--- src/rtl/mips_run_sequencer.sv ---
// mips_run_sequencer: run controller for the single-cycle MIPS core.
// Streams a program into instruction memory with the core held in reset,
// releases reset after a fixed hold, then counts execution cycles until the
// core halts or the cycle budget expires.
module mips_run_sequencer #(
   parameter int unsigned ADDR_W     = 8,
   parameter int unsigned WORD_W     = 32,
   parameter int unsigned CNT_W      = 32,
   parameter int unsigned RESET_HOLD = 7
) (
   input  logic              clock,
   input  logic              reset,
   input  logic              start,
   input  logic [ADDR_W:0]   prog_len,
   input  logic [CNT_W-1:0]  timeout_cycles,
   input  logic              load_valid,
   output logic              load_ready,
   input  logic [WORD_W-1:0] load_data,
   output logic              imem_wen,
   output logic [ADDR_W-1:0] imem_waddr,
   output logic [WORD_W-1:0] imem_wdata,
   output logic              cpu_reset,
   input  logic              cpu_halted,
   output logic              busy,
   output logic              done,
   output logic [1:0]        status,
   output logic [CNT_W-1:0]  cycle_count
);

   localparam int unsigned DEPTH  = 1 << ADDR_W;
   // hold counter runs 0 .. RESET_HOLD-1
   localparam int unsigned HOLD_W = (RESET_HOLD > 1) ? $clog2(RESET_HOLD) : 1;

   localparam logic [1:0] ST_NONE    = 2'd0;
   localparam logic [1:0] ST_HALTED  = 2'd1;
   localparam logic [1:0] ST_TIMEOUT = 2'd2;
   localparam logic [1:0] ST_BADLEN  = 2'd3;

   typedef enum logic [2:0] {
      S_IDLE,
      S_LOAD,
      S_HOLD,
      S_RUN,
      S_DONE
   } state_t;

   state_t             state;
   logic [ADDR_W:0]    len_q;
   logic [CNT_W-1:0]   budget_q;
   logic [HOLD_W-1:0]  hold_cnt;

   logic               handshake;
   logic               last_word;
   logic               bad_len;
   logic               hold_last;
   logic               timeout_hit;
   logic [CNT_W-1:0]   count_next;

   // Write port is driven straight from the host handshake: no bubbles.
   assign imem_wdata  = load_data;
   assign handshake   = load_valid & load_ready;
   assign imem_wen    = handshake;

   // Decode helpers for the sequencer below.
   assign last_word   = ({1'b0, imem_waddr} == (len_q - (ADDR_W+1)'(1)));
   assign bad_len     = (prog_len == '0) || (prog_len > (ADDR_W+1)'(DEPTH));
   assign hold_last   = (hold_cnt == HOLD_W'(RESET_HOLD - 1));
   assign count_next  = cycle_count + CNT_W'(1);
   assign timeout_hit = (budget_q != '0) && (count_next == budget_q);

   // Sequencer state and all registered outputs.
   always_ff @(posedge clock) begin
      if (reset) begin
         state       <= S_IDLE;
         load_ready  <= 1'b0;
         cpu_reset   <= 1'b1;
         busy        <= 1'b0;
         done        <= 1'b0;
         imem_waddr  <= '0;
         status      <= ST_NONE;
         cycle_count <= '0;
         len_q       <= '0;
         budget_q    <= '0;
         hold_cnt    <= '0;
      end else begin
         case (state)
            S_IDLE, S_DONE: begin
               if (start) begin
                  len_q       <= prog_len;
                  budget_q    <= timeout_cycles;
                  status      <= ST_NONE;
                  cycle_count <= '0;
                  imem_waddr  <= '0;
                  cpu_reset   <= 1'b1;
                  if (bad_len) begin
                     state  <= S_DONE;
                     status <= ST_BADLEN;
                     done   <= 1'b1;
                     busy   <= 1'b0;
                  end else begin
                     state      <= S_LOAD;
                     load_ready <= 1'b1;
                     busy       <= 1'b1;
                     done       <= 1'b0;
                  end
               end
            end

            S_LOAD: begin
               if (handshake) begin
                  // The last word leaves the address in place so it never wraps.
                  if (last_word) begin
                     state      <= S_HOLD;
                     load_ready <= 1'b0;
                     hold_cnt   <= '0;
                  end else begin
                     imem_waddr <= imem_waddr + ADDR_W'(1);
                  end
               end
            end

            S_HOLD: begin
               if (hold_last) begin
                  state       <= S_RUN;
                  cpu_reset   <= 1'b0;
                  cycle_count <= '0;
               end else begin
                  hold_cnt <= hold_cnt + HOLD_W'(1);
               end
            end

            S_RUN: begin
               // Halt takes priority over a budget hit in the same cycle.
               if (cpu_halted) begin
                  state     <= S_DONE;
                  status    <= ST_HALTED;
                  done      <= 1'b1;
                  busy      <= 1'b0;
                  cpu_reset <= 1'b1;
               end else begin
                  cycle_count <= count_next;
                  if (timeout_hit) begin
                     state     <= S_DONE;
                     status    <= ST_TIMEOUT;
                     done      <= 1'b1;
                     busy      <= 1'b0;
                     cpu_reset <= 1'b1;
                  end
               end
            end

            default: begin
               state <= S_IDLE;
            end
         endcase
      end
   end

endmodule

--- config.mk ---
export PLATFORM = sky130hd
export DESIGN_NAME = mips_run_sequencer
export DESIGN_NICKNAME = d
export VERILOG_FILES = /design/src/rtl/mips_run_sequencer.sv
export SDC_FILE = /design/constraint.sdc
export NUM_CORES = 1
export LEC_CHECK = 0
export CAP_MARGIN = 20
export CORE_ASPECT_RATIO = 1.4
export CORE_MARGIN = 10
export CORE_UTILIZATION = 45
export CTS_CLUSTER_DIAMETER = 100
export DETAILED_ROUTE_END_ITERATION = 6
export MAX_ROUTING_LAYER = met4
export PLACE_DENSITY = 0.78
export SLEW_MARGIN = 20
export SYNTH_ARGS = -nofsm -noshare
export SYNTH_HDL_FRONTEND = slang
export SYNTH_SLANG_ARGS = --single-unit
export TNS_END_PERCENT = 30
--- constraint.sdc ---
create_clock -name clock -period 3 [get_ports clock]
set_input_delay 0.75 -clock clock [delete_from_list [all_inputs] [get_ports clock]]
set_output_delay 0.75 -clock clock [all_outputs]
set_load 0.1 [all_outputs]
[Yosys cells after proc, flatten, opt, wreduce, memory -nomap -nowiden]
Cells that the tools add are included.
Word-level totals
  output and inout bits: 79
  logic and storage cells: 94
  bits in writable memories: 0
  bits in registers: 93
  memories kept: 0
  bits of input ports: 78
  bits in read-only memories: 0
  latch bits: 0
Cells by class
  div/mod/pow operators: 0
  multiplexer cells: 43
  add/sub/neg operators: 4
  equal/unequal tests: 16
  bitwise logic cells: 1
  reductions and logical operators: 18
  multiply operators: 0
  order comparisons: 1
  shift operators: 0
Operator list (count)
  32-bit 2-to-1 mux: 3
  32-bit one-hot mux with 3 select lines: 1
  32-bit by 1-bit adder with 32-bit output, second input constant: 1
  32-bit equality test: 1
  32-bit nonzero test: 1
  3-bit 2-to-1 mux: 10
  8-bit 2-to-1 mux: 3
  2-bit inequality test, second input constant: 8
  8-bit one-hot mux with 2 select lines: 1
  4-bit AND reduction: 4
  1-bit 2-to-1 mux: 14
  3-bit one-hot mux with 4 select lines: 1
  5-bit AND reduction: 2
  8-bit by 9-bit equality test with 1-bit output: 1
  9-bit > comparator, second input constant: 1
  9-bit logical NOT: 1
  9-bit by 1-bit subtractor with 9-bit output, second input constant: 1
  8-bit by 1-bit adder with 8-bit output, second input constant: 1
  2-bit 2-to-1 mux: 4
  3-bit by 2-bit equality test with 1-bit output, second input constant: 2
  3-bit equality test, second input constant: 2
  1-bit one-hot mux with 2 select lines: 3
  3-bit one-hot mux with 2 select lines: 1
  2-bit nonzero test: 3
  other kinds (13): 13

[Depth between registers and ports, before layout]
  depth in word-level cells: 6
  depth in mapped cells: 11

[Worst setup path before layout]
No wires, ideal clock.
  kind: flip-flop to flip-flop
  from: register cycle_count[0]
  to: register state[1]
  period minus slack after synthesis: 3.767 ns
  arrival: 3.655 ns
  required time: 2.888 ns
  cell stages (with the launch flop): 12
  path slack: -0.767 ns
  path through: dfxtp_1 ha_1 buf_2 nand3_2 or3_1 buf_2 or4_1 xnor2_1 nor4b_2 and4_4 a21o_1 a2111oi_1
On the way
  word-level cells in the longest chain between the ends: 5
RTL lines
  start: declaration: line 27  | output logic [CNT_W-1:0] cycle_count
  start signal: assignment: line 141  | cycle_count <= count_next;
  32-bit by 1-bit adder with 32-bit output: line 68  | assign count_next = cycle_count + CNT_W'(1);
  32-bit equality test: line 69  | assign timeout_hit = (budget_q != '0) && (count_next == budget_q);
  1-bit logical AND: line 69
  3-bit inequality test (no line)
  5-bit AND reduction (no line)
  end signal: assignment: line 74  | state <= S_IDLE;
  end signal: assignment: line 96  | state <= S_DONE;
  end signal: assignment: line 101  | state <= S_LOAD;
  end: declaration: line 47  | state_t state;
No other way between the ends.
A chain may end at the register's enable or synchronous reset.

[Final worst setup path]
  from: register cycle_count[18]
  to: register busy
On the way
  word-level cells in the longest chain between the ends: 5
RTL lines
  32-bit by 1-bit adder with 32-bit output: line 68
  32-bit equality test: line 69
  1-bit logical AND: line 69
  3-bit inequality test (no line)
  3-bit AND reduction (no line)
  end signal: assignment: line 77  | busy <= 1'b0;
  end signal: assignment: line 99  | busy <= 1'b0;
  end signal: assignment: line 103  | busy <= 1'b1;
  end: declaration: line 24  | output logic busy,
No other way between the ends.

==> results.json <==
{
  "status": "completed",
  "synth_top_cell_area_share_pct": 31.73,
  "ys_warn_count": 0,
  "grt_pass1_vias": 5556,
  "ys_ff_latch": 93,
  "dieHeight_um": 155.1,
  "drive_above_1_share_pct": 16.97,
  "cts_buffers": 9,
  "dieWidth_um": 116.5,
  "grt_pass1_wl_um": 28500,
  "grt-ovfl-total": 0,
  "mostFrequentLayoutCell": "nand2_1",
  "top_usage_layer": "met2",
  "power.density_nw_per_um2": 410.9,
  "insertion_delay_ns": 0.35,
  "clk_pin_slew_worst_paths_ns": 0.07,
  "r2r_cells": 8,
  "synth_area_leader_cell": "dfxtp_1",
  "coreArea_um2": 12810,
  "setup_viol": 0,
  "fin_nets": 909,
  "antenna_found_initial": 0,
  "cts_root_buffer": "clkbuf_16",
  "port_buffers": 92,
  "seq_area_frac_synth_pct": 31.73,
  "crit_required_ns": 3.22,
  "antenna_cells": 0,
  "period_needed_ns": 2.821,
  "hold_class": "flip-flop to flip-flop",
  "syn_nets": 861,
  "io_pins": 157,
  "dp_slack_ns": 0.2165,
  "cts_sinks": 93,
  "ir_worst_vdd_mv": 0.2480,
  "end_kind": "flip-flop",
  "viasPerCell": 5.828,
  "tightest_slew_ns": 0.5696,
  "synthArstFlopShare_pct": 0,
  "syn_area_um2": 5867,
  "firstDrtPassIters": 5,
  "hpwl_um": 13600,
  "p_total_uw": 2880,
  "grt_max_degree": 45,
  "drc": 0,
  "grt_use_met2_pct": 34.12,
  "min-delay-start": "budget_q[1]",
  "layoutNonFillerInstCount": 984,
  "hold_viol": 0,
  "grt_usage_pct": 20.11,
  "synth_area_leaders": "dfxtp_1, nand2_1, a21oi_1",
  "cp_max_fo": 9,
  "rr_startpoint": "cycle_count[18]",
  "rsz0062_at_grt": "no",
  "r2r-end": "busy",
  "area_delta_synth_final_pct": 19.45,
  "mostFrequentLayoutCells": "nand2_1, a21oi_1, buf_4, dfxtp_1, nor2_1",
  "cts.htree.levels": 3,
  "antenna_left": 0,
  "initial_utilization_pct": 45.79,
  "slew-limit-headroom_pct": 60.94,
  "drt_iter0_markers": 431,
  "vias": 5735,
  "clockBufferDepth": 2,
  "avgRoutedWirePerCell_um": 17.97,
  "num_rows": 49,
  "holdBufCountCts": 0,
  "gr-usage-met1_pct": 21.32,
  "fmax_mhz": 354.5,
  "yosysUniqueCellTypes": 74,
  "fin_util_pct": 54.69,
  "layout_setup_ws_ns": 0.1793,
  "avgSynthCellArea_um2": 7.541,
  "skew_ns": 0.008339,
  "dp.cells": 968,
  "worstHoldEndpoint": "budget_q[1]",
  "post-route-period-util_pct": 94.02,
  "dieArea_um2": 18070,
  "cts-resized-gates": 0,
  "met3_usage_pct": 3.503,
  "cts_tree": "done",
  "start_kind": "flip-flop",
  "slew_viol_final": 0,
  "rrSetupSlack_ns": 0.18,
  "crit_arrival_ns": 3.04,
  "synth_edf_count": 0,
  "wl_um": 17680,
  "place.gp.congestion": 0.9945,
  "netlist_instances": 778,
  "whs_path_depth": 2,
  "p_leak_uw": 0.002596,
  "drv_cap": 0,
  "cts_setup_buffers": 0,
  "path_class": "flip-flop to flip-flop",
  "synth-main-ff-cell": "dfxtp_1"
}
area by class of cell:
type                    count  area, um^2
clock buffers              10       229.0
clock inverters             6       45.04
fillers                  1214        5806
inverters                  12       45.04
multi-input cells         594        3556
flip-flops and latches     93        1926
well taps                 153       191.4
repair buffers            116        1016
cell families (layout without fill, tap and decap cells):
group,Yosys count,after routing,synth area share [%]
xor gates and xnor gates,60,60,8.957
and+or+nand+nor,339,339,29.75
AOI/OAI and AO/OA,186,186,19.51
buffers and inverters,91,144,8.253
DFF,93,93,31.73
adders and majority gates,5,5,1.066
muxes,4,4,0.7251
routing by layer:
metal,wire length [um],vias up
li1,-,2828
met1,6763,2681
met2,9101,166
met3,950,60
met4,867,0
met5,0,-
metrics by stage:
| stage | cell area, um^2 | TNS (ns) | hold slack, ns |
|---|---|---|---|
| 2_1_floorplan | 5957 | -0.05339 | 0.4578 |
| 6_report | 7008 | 0 | 0.4855 |
| 4_1_cts | 6998 | 0 | 0.4866 |
| 3_5_place_dp | 6724 | 0 | 0.4776 |
| 5_1_grt | 7008 | 0 | 0.5069 |
| 3_3_place_gp | 6724 | 0 | 0.4710 |
state kept, by name, indices dropped and copies added, names as in the netlist, 2 cells and up:
register and flops:
cycle_count 32, len_q 9, status 2, state 3
imem_waddr 8, budget_q 32, hold_cnt 3
power by group:
part | switching [uW] | leakage (uW) | internal, uW
sequential | 54.0 | 0.000775 | 1270
clock | 510 | 0.000134 | 569
combinational | 282 | 0.00169 | 197
Yosys cell counts (12+ instances only):
cell,number
a21oi_1,89
buf_4,34
clkbuf_1,37
dfxtp_1,93
inv_1,12
nand2_1,127
nand3_1,24
nor2_1,57
nor3_1,22
nor4_1,16
o21ai_0,34
xnor2_1,32
xor2_1,28
critical path: stages (launching register included):
cell	delay, ns
dfxtp_2	0.43
nand4_1	0.20
or3_1	0.44
or4_1	0.55
xor2_1	0.17
a2111oi_0	0.37
nand4b_1	0.16
o31ai_1	0.27
a21oi_1	0.09
worst max-delay path by stage:
stage,start,endpoint
after floorplan,cycle_count[0],state[1]
after global placement,cycle_count[0],state[1]
after detailed placement,cycle_count[0],state[1]
after CTS,cycle_count[0],state[1]
after global routing,cycle_count[5],busy
final,cycle_count[18],busy
(Power assumes the default switching activity.)
